[config.mk]
export PLATFORM = sky130hd
export DESIGN_NAME = smc_soc_cpu_oci_trace_buffer
export DESIGN_NICKNAME = d
export VERILOG_FILES = /design/src/rtl/smc_soc_cpu_oci_trace_buffer.sv
export SDC_FILE = /design/constraint.sdc
export NUM_CORES = 1
export LEC_CHECK = 0
export BUFFER_PORTS_ARGS = -buffer_cell sky130_fd_sc_hd__clkbuf_2
export CORE_AREA = 2 2 207 209
export DETAILED_ROUTE_END_ITERATION = 7
export DIE_AREA = 0 0 209 211
export GPL_TIMING_DRIVEN = 0
export PLACE_DENSITY = 0.66
export SLEW_MARGIN = 0
export SYNTH_ARGS = -nofsm -noshare
export SYNTH_HDL_FRONTEND = slang
export SYNTH_SLANG_ARGS = --single-unit
[constraint.sdc]
create_clock -name clk -period 5.4 [get_ports clk]
set_clock_uncertainty 0.05 [all_clocks]
set_input_delay 0.54 -clock clk [delete_from_list [all_inputs] [get_ports clk]]
set_output_delay 0.54 -clock clk [all_outputs]
set_load 0.02 [all_outputs]
[src/rtl/smc_soc_cpu_oci_trace_buffer.sv]
// Debug-trace capture buffer with end-of-test drain sequencing for the CPU OCI path.
// Build option OCI_TRACE_WRAP_EN: when defined, a full buffer overwrites its oldest entry instead of dropping new words.
module smc_soc_cpu_oci_trace_buffer #(
  parameter  int unsigned DATA_W = 30,
  parameter  int unsigned DEPTH  = 16,
  localparam int unsigned CNT_W  = $clog2(DEPTH) + 1
) (
  input  logic              clk,
  input  logic              reset_n,
  input  logic              arm,
  input  logic              trace_valid,
  input  logic [DATA_W-1:0] trace_data,
  input  logic              rd_en,
  output logic [DATA_W-1:0] rd_data,
  output logic              rd_valid,
  output logic [CNT_W-1:0]  dct_count,
  output logic              overflow,
  input  logic              test_ending,
  output logic              test_has_ended
);

  localparam int unsigned PTR_W = CNT_W - 1;
`ifdef OCI_TRACE_WRAP_EN
  localparam bit WRAP_EN = 1'b1;
`else
  localparam bit WRAP_EN = 1'b0;
`endif

  typedef enum logic [1:0] {
    IDLE    = 2'd0,
    CAPTURE = 2'd1,
    DRAIN   = 2'd2,
    ENDED   = 2'd3
  } state_t;

  state_t            state, state_nxt;
  logic [DATA_W-1:0] mem [DEPTH];
  logic [PTR_W-1:0]  wr_ptr, rd_ptr;

  logic flush, wr_req, empty, full;
  logic rd_acc, wr_acc, wr_ovw, wr_drop;

  // Next-state and capture/flush decisions
  always_comb begin
    state_nxt = state;
    flush     = 1'b0;
    wr_req    = 1'b0;
    case (state)
      IDLE: begin
        if (test_ending) begin
          state_nxt = ENDED;
        end else if (arm) begin
          flush     = 1'b1;
          state_nxt = CAPTURE;
        end
      end
      CAPTURE: begin
        if (arm) begin
          flush = 1'b1;
        end else begin
          wr_req = trace_valid;
          if (test_ending) state_nxt = DRAIN;
        end
      end
      DRAIN: begin
        if (empty) state_nxt = ENDED;
      end
      ENDED: begin
        if (arm) begin
          flush     = 1'b1;
          state_nxt = CAPTURE;
        end
      end
      default: state_nxt = IDLE;
    endcase
  end

  // Read/write acceptance; a same-cycle read always frees the slot a full write needs
  always_comb begin
    empty   = (dct_count == CNT_W'(0));
    full    = (dct_count == CNT_W'(DEPTH));
    rd_acc  = rd_en && !empty && !flush;
    wr_ovw  = wr_req && full && !rd_acc && WRAP_EN;
    wr_drop = wr_req && full && !rd_acc && !WRAP_EN;
    wr_acc  = wr_req && !wr_drop;
  end

  always_ff @(posedge clk or negedge reset_n) begin
    if (!reset_n) begin
      state          <= IDLE;
      wr_ptr         <= '0;
      rd_ptr         <= '0;
      dct_count      <= '0;
      overflow       <= 1'b0;
      rd_valid       <= 1'b0;
      rd_data        <= '0;
      test_has_ended <= 1'b0;
    end else begin
      state          <= state_nxt;
      test_has_ended <= (state_nxt == ENDED);
      rd_valid       <= rd_acc;
      if (rd_acc) rd_data <= mem[rd_ptr];
      if (flush) begin
        wr_ptr    <= '0;
        rd_ptr    <= '0;
        dct_count <= '0;
        overflow  <= 1'b0;
      end else begin
        if (wr_acc) wr_ptr <= wr_ptr + PTR_W'(1);
        if (rd_acc || wr_ovw) rd_ptr <= rd_ptr + PTR_W'(1);
        if (wr_ovw || wr_drop) overflow <= 1'b1;
        if (wr_acc && !wr_ovw && !rd_acc) dct_count <= dct_count + CNT_W'(1);
        else if (rd_acc && !wr_acc) dct_count <= dct_count - CNT_W'(1);
      end
    end
  end

  // Storage has no reset; pointers and count define what is valid
  always_ff @(posedge clk) begin
    if (wr_acc) mem[wr_ptr] <= trace_data;
  end

endmodule
==> impl_metrics.ini, run 1 <==
[floorplanning]
die_y_um = 211
coreArea_mm2 = 0.0418
rows = 75
die_w_um = 209
die-area_mm2 = 0.0441
initial_core_util_pct = 49.4
pin_count = 74

[power]
cellLeakagePower_nw = 7.80
ir_drop_mv = 0.323
cellPowerDensity_mw_per_mm2 = 466
power_mw = 11.2

[run]
cap_violations = 0

[final_layout]
fillCellCount = 3044
synthToLayoutAreaGrowth_pct = 16.7
mostFrequentLayoutCell = edfxtp_1
drive_above_1_share_pct = 34.5
fin_nets = 1157
mostFrequentLayoutCells = edfxtp_1, mux4_2, clkbuf_2
design_area_mm2 = 0.0241
n_antenna_cell = 0

[grt]
grt_pass1_wl_um = 67800
grt_overflow_total = 0
grtUsageTotal_pct = 21.4
grt_max_degree = 40
antenna_found_initial = 1
first_global_vias = 10290

[timing]
slew-limit-headroom_pct = 23.4
tightest_slew_ps = 1150
finalCritPeriodShare_pct = 72.0
setup_violations = 0
fin_ws_ps = 1510
grt_setup_unrepaired = no
finalSetupTns_ps = 0
final_hold_viol_count = 0
max_freq_mhz = 257
whs_ps = 185
period_needed_ps = 3890
slew_viol_final = 0

[critical_path]
critPathLaunch = dct_count[1]
critPathCapture = dct_count[4]
r2r_end = dct_count[4]
r2r_start = dct_count[1]
rrSetupSlack_ps = 1510
criticalPathCategory = reg2reg
startpoint_type = flip-flop
critPathMaxFanout = 10
cp-end-kind = flip-flop
required_ps = 5870
reg2reg_depth = 9
arrival_ps = 4350

[placed_design]
post-place-ws_ps = 1520
io_buffers = 72
post-dp-hpwl_um = 28700
gp_congestion = 0.785
dpl_cell_area_mm2 = 0.0222

[routing]
routedWlPerCell_um = 27.2
vias = 10023
wl_um = 46100
route.antenna.remaining_nets = 0
drtIter0Drc = 1043
first_pass_iters = 5
vias_per_cell = 5.92
drc_errors = 0

[cts]
clockBufferDepth = 3
cts_resized = 0
htree_num_levels = 2
cts_made_buffers = 53
clk_latency_ps = 600
clock-sinks = 528
clk_pin_slew_ps = 70
cts-root-buf = clkbuf_16
cts_tree = built

[synthesis]
ys_seq_area_share_pct = 75.8
yosysWarningCount = 0
synth-edff-count = 480
postSynthCellCount = 942
ys.flop_type = edfxtp_1
netlist_area_mm2 = 0.0206
synth.avg_cell_area_um2 = 21.9
ys_ff_latch = 528
synth_cell_type_count = 49
synth_nets = 988
synthArstFlopShare_pct = 9.09

[outcome]
status = finished, final reports clean

[worst_hold_path]
holdCritStartpoint = arm
hp-class = in2reg
==> worst max-delay path, cell delays in order, from the launching register on <==
cell and delay (ps):
dfrtp_1 480, nor4_4 530, a221o_1 480, clkbuf_1 590
nand2_1 310, ha_1 410, a21oi_1 200, nand2_1 110
or4_1 460, a31oi_1 170
==> synthesized netlist by cell type (2+ instances only) <==
cell / instances / share of area, %
edfxtp_1: 480 / 70
inv_1: 6 / 0.11
nand2_1: 42 / 0.76
buf_6: 5 / 0.27
clkbuf_1: 25 / 0.46
mux2i_1: 63 / 3.1
buf_2: 20 / 0.49
nor3_1: 4 / 0.097
dfrtp_1: 48 / 5.8
ha_1: 9 / 0.55
o31ai_1: 2 / 0.073
o221ai_2: 31 / 2.3
nand3_1: 11 / 0.27
a21oi_1: 9 / 0.22
xor2_1: 3 / 0.13
mux4_2: 120 / 13
mux2_1: 3 / 0.16
xnor2_1: 2 / 0.085
and4b_1: 5 / 0.24
nor4b_1: 4 / 0.17
nor2_1: 16 / 0.29
buf_4: 3 / 0.11
o211ai_1: 5 / 0.18
==> metrics by stage <==
step / instances / util [%]
6_report: 1694 / 57.6
5_1_grt: 1694 / 57.6
4_1_cts: 1694 / 57.6
3_5_place_dp: 1594 / 53.2
3_3_place_gp: 1553 / 51.8
2_1_floorplan: 942 / -
==> routing by layer <==
metal | vias to the layer above | GRT usage, % | wire length (um)
met5 | - | 0 | 12
met4 | 2 | 5.17 | 836
met3 | 68 | 4.52 | 3180
met2 | 343 | 34.9 | 22400
met1 | 5327 | 30.1 | 19600
li1 | 4283 | - | -
==> worst min path at each step <==
stage	to	slack, ps	depth (start not counted)
after floorplan	dct_count[0]	190	0
after global placement	rd_data[25]	430	2
after detailed placement	dct_count[0]	390	1
after CTS	state[1]	160	2
after global routing	state[1]	200	2
final	state[1]	190	2
==> power breakdown <==
group	internal (mW)	total, mW	switching [mW]
logic	1.17	2.66	1.49
clock network	2.24	3.77	1.54
registers	4.65	4.79	0.138
total	8.06	11.2	3.16
==> registers in the layout, indices dropped and copies added, names as in the netlist <==
signal	flops
dct_count	5
mem	480
overflow	1
rd_data	30
rd_ptr	4
rd_valid	1
state	2
test_has_ended	1
wr_ptr	4
==> repair_timing <==
| item | in CTS | in global routing |
|---|---|---|
| setup buffers | 0 | 0 |
| hold buffers | 1 | 0 |
| endpoints found under the setup margin | 0 | 0 |
| endpoints found under the hold margin | 9 | 0 |
==> cells by family (layout without fill, tap and decap cells) <==
group | count (synthesis) | in the layout | synth area share [%]
compound gates | 59 | 59 | 3.24
mux | 186 | 186 | 16.3
fa+ha+maj | 10 | 10 | 0.643
flops | 528 | 528 | 75.8
simple gates | 93 | 93 | 2.36
buf+inv | 61 | 274 | 1.47
xor+xnor | 5 | 5 | 0.212
==> area by class of cell <==
class                   count  area, um^2  share of cell area (%)
multi-input cells         353        4770                    19.8
inverters                   7        26.3                   0.109
clock buffers              80        1560                    6.48
flip-flops and latches    528       15600                    64.9
well taps                 539         674                    2.80
clock inverters            19         254                    1.06
plain buffers              54         277                    1.15
repair buffers            114         877                    3.65
Power figures use the tool's default switching activity.
==> inputs of run 2 (changes only) <==
==> constraint.sdc (replaced) <==
create_clock -name clk -period 4 [get_ports clk]
set_clock_uncertainty 0.05 [all_clocks]
set_input_delay 0.4 -clock clk [delete_from_list [all_inputs] [get_ports clk]]
set_output_delay 0.4 -clock clk [all_outputs]
set_load 0.02 [all_outputs]
==> run 2 against run 1 <==
  * Flip-flop and latch count is the same
  * Utilization is essentially flat
  * Setup slack worse by 1100 ps
  * Non-clock buffer count unchanged
==> impl_metrics.ini, run 2 (synthesis gave the netlist of run 1 again) <==
[outcome]
status = finished, final reports clean

[cts]
cts_made_buffers = 53
cts_setup_buffers = 0
clockBufferDepth = 3
htree_num_levels = 2
clock-sinks = 528
clk_pin_slew_ps = 70
cts-root-buf = clkbuf_16
clk_latency_ps = 600
cts_tree = built

[final_layout]
multi_input_area_mm2 = 0.00477
synthToLayoutAreaGrowth_pct = 16.7
fin_util_pct = 57.6
top_register = mem
largestRegisters = mem (480), rd_data (30), dct_count (5)
ff_latch_area_mm2 = 0.0156
n_antenna_cell = 0
drive_above_1_share_pct = 34.6
fillCellCount = 3044
largest_register_ffs = 480
mostFrequentLayoutCell = edfxtp_1
mostFrequentLayoutCells = edfxtp_1, mux4_2, clkbuf_2
fin_nets = 1157

[placed_design]
post-dp-hpwl_um = 28700
gp_congestion = 0.785
io_buffers = 72
post-place-ws_ps = 125

[timing]
slew_viol_final = 0
finalCritPeriodShare_pct = 89.4
final_hold_viol_count = 0
slew-limit-headroom_pct = 23.2
period_needed_ps = 3580
whs_ps = 45.4
fin_ws_ps = 422
setup_violations = 0
max_freq_mhz = 280
tightest_slew_ps = 1150
finalSetupTns_ps = 0
grt_setup_unrepaired = no

[power]
cellPowerDensity_mw_per_mm2 = 630
ir_drop_mv = 0.436
cellLeakagePower_nw = 7.81
power_mw = 15.1

[grt]
grtUsageTotal_pct = 21.4
grt_overflow_total = 0
grt_pass1_wl_um = 67800
first_global_vias = 10290
grt_max_degree = 40
antenna_found_initial = 1

[routing]
wl_um = 46000
dr_wl_met3_um = 3120
route.antenna.remaining_nets = 0
highest_layer = met5
vias_per_cell = 5.92
first_pass_iters = 5
vias = 10026
drc_errors = 0
drtIter0Drc = 1054
wl_met2_um = 22400
met1_length_um = 19600
routedWlPerCell_um = 27.2

[floorplanning]
die-area_mm2 = 0.0441
initial_core_util_pct = 49.4
die_y_um = 211
rows = 75
die_w_um = 209
pin_count = 74
coreArea_mm2 = 0.0418

[critical_path]
critPathMaxFanout = 10
max_stage_delay_ps = 530
cpMostUsedCell = nand2_1
slowest_stage = nor4_4
cp-end-kind = flip-flop
required_ps = 4470
criticalPathCategory = reg2reg
arrival_ps = 4040
startpoint_type = flip-flop
cp_cell_sequence = nor4_4 > a221o_1 > clkbuf_2 > nand2_1 > ha_1 > a21oi_1 > nand2_1 > or4_1 > a31oi_1

[run]
cap_violations = 0

[worst_hold_path]
hp-class = in2reg
## run 2: worst paths after layout
| kind | start | slack (ps) | end | cells past startpoint |
|---|---|---|---|---|
| max | dct_count[1] | 420 | dct_count[4] | 9 |
| max reg2reg | dct_count[1] | 420 | dct_count[4] | 9 |
| max in group asynchronous | reset_n | 3180 | rd_data[10] | 3 |
| min in group asynchronous | reset_n | 180 | dct_count[0] | 2 |
| min reg2reg | rd_data[22] | 440 | rd_data[22] | 2 |
| min | arm | 50 | state[1] | 2 |
## run 2: per-stage QoR
| step | instance area (um^2) | std cells |
|---|---|---|
| final | 24100 | 1694 |
| after global routing | 24100 | 1694 |
| after CTS | 24100 | 1694 |
| after detailed placement | 22200 | 1594 |
| after global placement | 21600 | 1553 |
| after floorplan | 20600 | 942 |
## run 2: critical path: cells and delay by family, from the launching register on
family | cells | cell delay (ps)
AOI/OAI and AO/OA | 3 | 850
adders and majority gates | 1 | 380
buffers and inverters | 1 | 390
DFF | 1 | 480
and+or+nand+nor | 4 | 1330
## run 2: per-layer routing
| metal | vias up | GRT usage, % |
|---|---|---|
| met5 | - | 0 |
| met3 | 68 | 4.52 |
| met1 | 5316 | 30.1 |
| met2 | 357 | 34.9 |
| met4 | 2 | 5.17 |
| li1 | 4283 | - |
## run 2: where the power goes
group          leakage (nW)  internal [mW]  switching, mW  total [mW]
combinational          2.01           1.58           2.01        3.59
sequential             4.92           6.27          0.187        6.46
clock                 0.877           3.02           2.07        5.09
total                  7.81           10.9           4.27        15.1
## run 2: area by class of cell
class	count	area share [%]
plain buffers	54	1.15
flip-flops and latches	528	64.9
repair buffers	114	3.65
inverters	7	0.109
well taps	539	2.80
clock buffers	80	6.48
clock inverters	19	1.06
multi-input cells	353	19.8
## run 2: repair_timing
| action | in CTS | in global routing |
|---|---|---|
| endpoints found under the hold margin | 48 | 0 |
| hold buffers | 1 | 0 |
| resized for setup | 0 | 2 |
| setup endpoints to repair | 0 | 1 |
==> inputs of run 3 (changes only) <==
--- a/config.mk
+++ b/config.mk
@@ -6,9 +6,9 @@
 export NUM_CORES = 1
 export LEC_CHECK = 0
 export BUFFER_PORTS_ARGS = -buffer_cell sky130_fd_sc_hd__clkbuf_2
-export CORE_AREA = 2 2 207 209
+export CORE_AREA = 8 8 213 215
 export DETAILED_ROUTE_END_ITERATION = 7
-export DIE_AREA = 0 0 209 211
+export DIE_AREA = 0 0 221 223
 export GPL_TIMING_DRIVEN = 0
 export PLACE_DENSITY = 0.66
 export SLEW_MARGIN = 0
==> run 3 against run 2 <==
  * Design area fell by 1.2%
  * Critical path depth did not move
  * Register-to-register slack improved by 60 ps
  * Power fell by 4.3%
  * Clock-buffer cell count fell by 13
  * Maximum frequency rose by 1.7%
  * Hold slack improved by 15 ps
  * First-iteration DRC count fell by 17%
  * Utilization fell by 1.4 points
  * Clock power fell by 12%
  * Via count fell by 1.5%
  * Critical path type unchanged
  * Critical endpoint unchanged
==> impl_metrics.ini, run 3 (synthesis gave the netlist of run 1 again) <==
[critical_path]
r2r_start = dct_count[1]
r2r_end = dct_count[4]
cp_cell_sequence = nor4_4 > a221o_1 > clkbuf_2 > nand2_1 > fa_1 > nand3_1 > nand2_1 > or4_1 > a31oi_1
startpoint_type = flip-flop
critPathMaxFanout = 10
required_ps = 4450
cpMostUsedCell = nand2_1
critPathLaunch = dct_count[1]
cp-end-kind = flip-flop
arrival_ps = 3970
slowest_stage = nor4_4
reg2reg_depth = 9
max_stage_delay_ps = 500
critPathCapture = dct_count[4]
criticalPathCategory = reg2reg
rrSetupSlack_ps = 480

[final_layout]
fin_cells = 1693
mostFrequentLayoutCells = edfxtp_1, mux4_2, clkbuf_2
top_register = mem
drive_above_1_share_pct = 34.0
mostFrequentLayoutCell = edfxtp_1
fillCellCount = 3092
n_antenna_cell = 0
largest_register_ffs = 480
synthToLayoutAreaGrowth_pct = 15.3
largestRegisters = mem (480), rd_data (30), dct_count (5)
fin_nets = 1153

[power]
cellPowerDensity_mw_per_mm2 = 610
ir_drop_mv = 0.350
power_mw = 14.5
cellLeakagePower_nw = 7.68

[placed_design]
place_inst = 1599
post-place-ws_ps = 149
post-dp-hpwl_um = 28500
io_buffers = 72
gp_congestion = 0.705

[floorplanning]
pin_count = 74
rows = 76
die_w_um = 221
initial_core_util_pct = 48.7
die-area_mm2 = 0.0493
coreArea_mm2 = 0.0423
die_y_um = 223

[grt]
first_global_vias = 10268
grt_max_degree = 33
grtUsageTotal_pct = 18.4
grt_overflow_total = 0
grt_pass1_wl_um = 67700
antenna_found_initial = 0

[timing]
finalSetupTns_ps = 0
setup_violations = 0
finalCritPeriodShare_pct = 88.0
final_hold_viol_count = 0
tightest_slew_ps = 1080
period_needed_ps = 3520
slew-limit-headroom_pct = 28.1
grt_setup_unrepaired = no
fin_ws_ps = 481
slew_viol_final = 0
whs_ps = 60.4
max_freq_mhz = 284

[cts]
clk_latency_ps = 590
cts_tree = built
cts_made_buffers = 51
cts-root-buf = clkbuf_16
cts_setup_buffers = 0
clk_pin_slew_ps = 60
clock-sinks = 528
htree_num_levels = 2
clockBufferDepth = 3

[run]
cap_violations = 0

[routing]
first_pass_iters = 5
vias_per_cell = 5.83
drtIter0Drc = 880
wl_um = 44700
route.antenna.remaining_nets = 0
vias = 9877
routedWlPerCell_um = 26.4
drc_errors = 0

[worst_hold_path]
worstHoldPathCells = 2
hp-class = in2reg

[outcome]
status = finished, final reports clean
[run 3: cell count changes in the layout (fill, tap and decap cells not counted), moves of 3 or more]
| cell | delta |
|---|---|
| buf_4 | +4 |
| buf_6 | -6 |
| bufinv_16 | -4 |
| clkbuf_1 | -4 |
| clkbuf_16 | -3 |
| clkbuf_8 | -6 |
| clkinv_1 | +6 |
| clkinv_2 | +7 |
[run 3: report_power, final]
part / switching (mW) / total, mW / leakage (nW) / internal [mW]
Combinational: 1.96 / 3.54 / 2.00 / 1.58
Sequential: 0.197 / 6.47 / 4.92 / 6.27
Clock: 1.99 / 4.49 / 0.760 / 2.50
[run 3: area by class of cell]
cell class	instances	area, um^2	area share, %
sequential	528	15600	65.7
multi-input combinational	353	4770	20.1
clock buffer	67	1390	5.83
timing repair buffer	112	847	3.56
tap	546	683	2.87
buffer	54	278	1.17
clock inverter	26	156	0.658
inverter	7	26.3	0.111
[run 3: critical path, delay by kind of cell, from the launching register on]
family | cells | cell delay, ps
AND/OR/NAND/NOR | 5 | 1430
AO/OA/AOI/OAI | 2 | 600
flip-flops | 1 | 480
adder cells (fa/ha/maj) | 1 | 460
buffers and inverters | 1 | 410
[run 3: worst min-delay path by stage]
stage,startpoint,to
finish,arm,state[1]
floorplan,reset_n,dct_count[0]
CTS,arm,state[1]
detailed placement,reset_n,dct_count[4]
global route,test_ending,state[1]
global placement,rd_data[25],rd_data[25]
[run 3: through the flow]
stage	utilization, %	instance area, um^2
floorplan	-	20600
global placement	51.2	21700
detailed placement	52.5	22200
CTS	56.2	23800
global route	56.2	23800
finish	56.2	23800
[run 3: routing by layer]
metal / routed length (um) / up-vias / GRT usage (%)
met5: 0 / - / 0
li1: - / 4280 / -
met4: 904 / 0 / 5.12
met1: 19600 / 5237 / 25.7
met2: 21500 / 291 / 29.5
met3: 2610 / 69 / 3.44
[run 3: repair_timing]
action                                 4_1_cts  5_1_grt
setup endpoints to repair                    0        1
hold buffers                                 1        0
gates resized for setup                      0        2
endpoints found under the hold margin       28        0
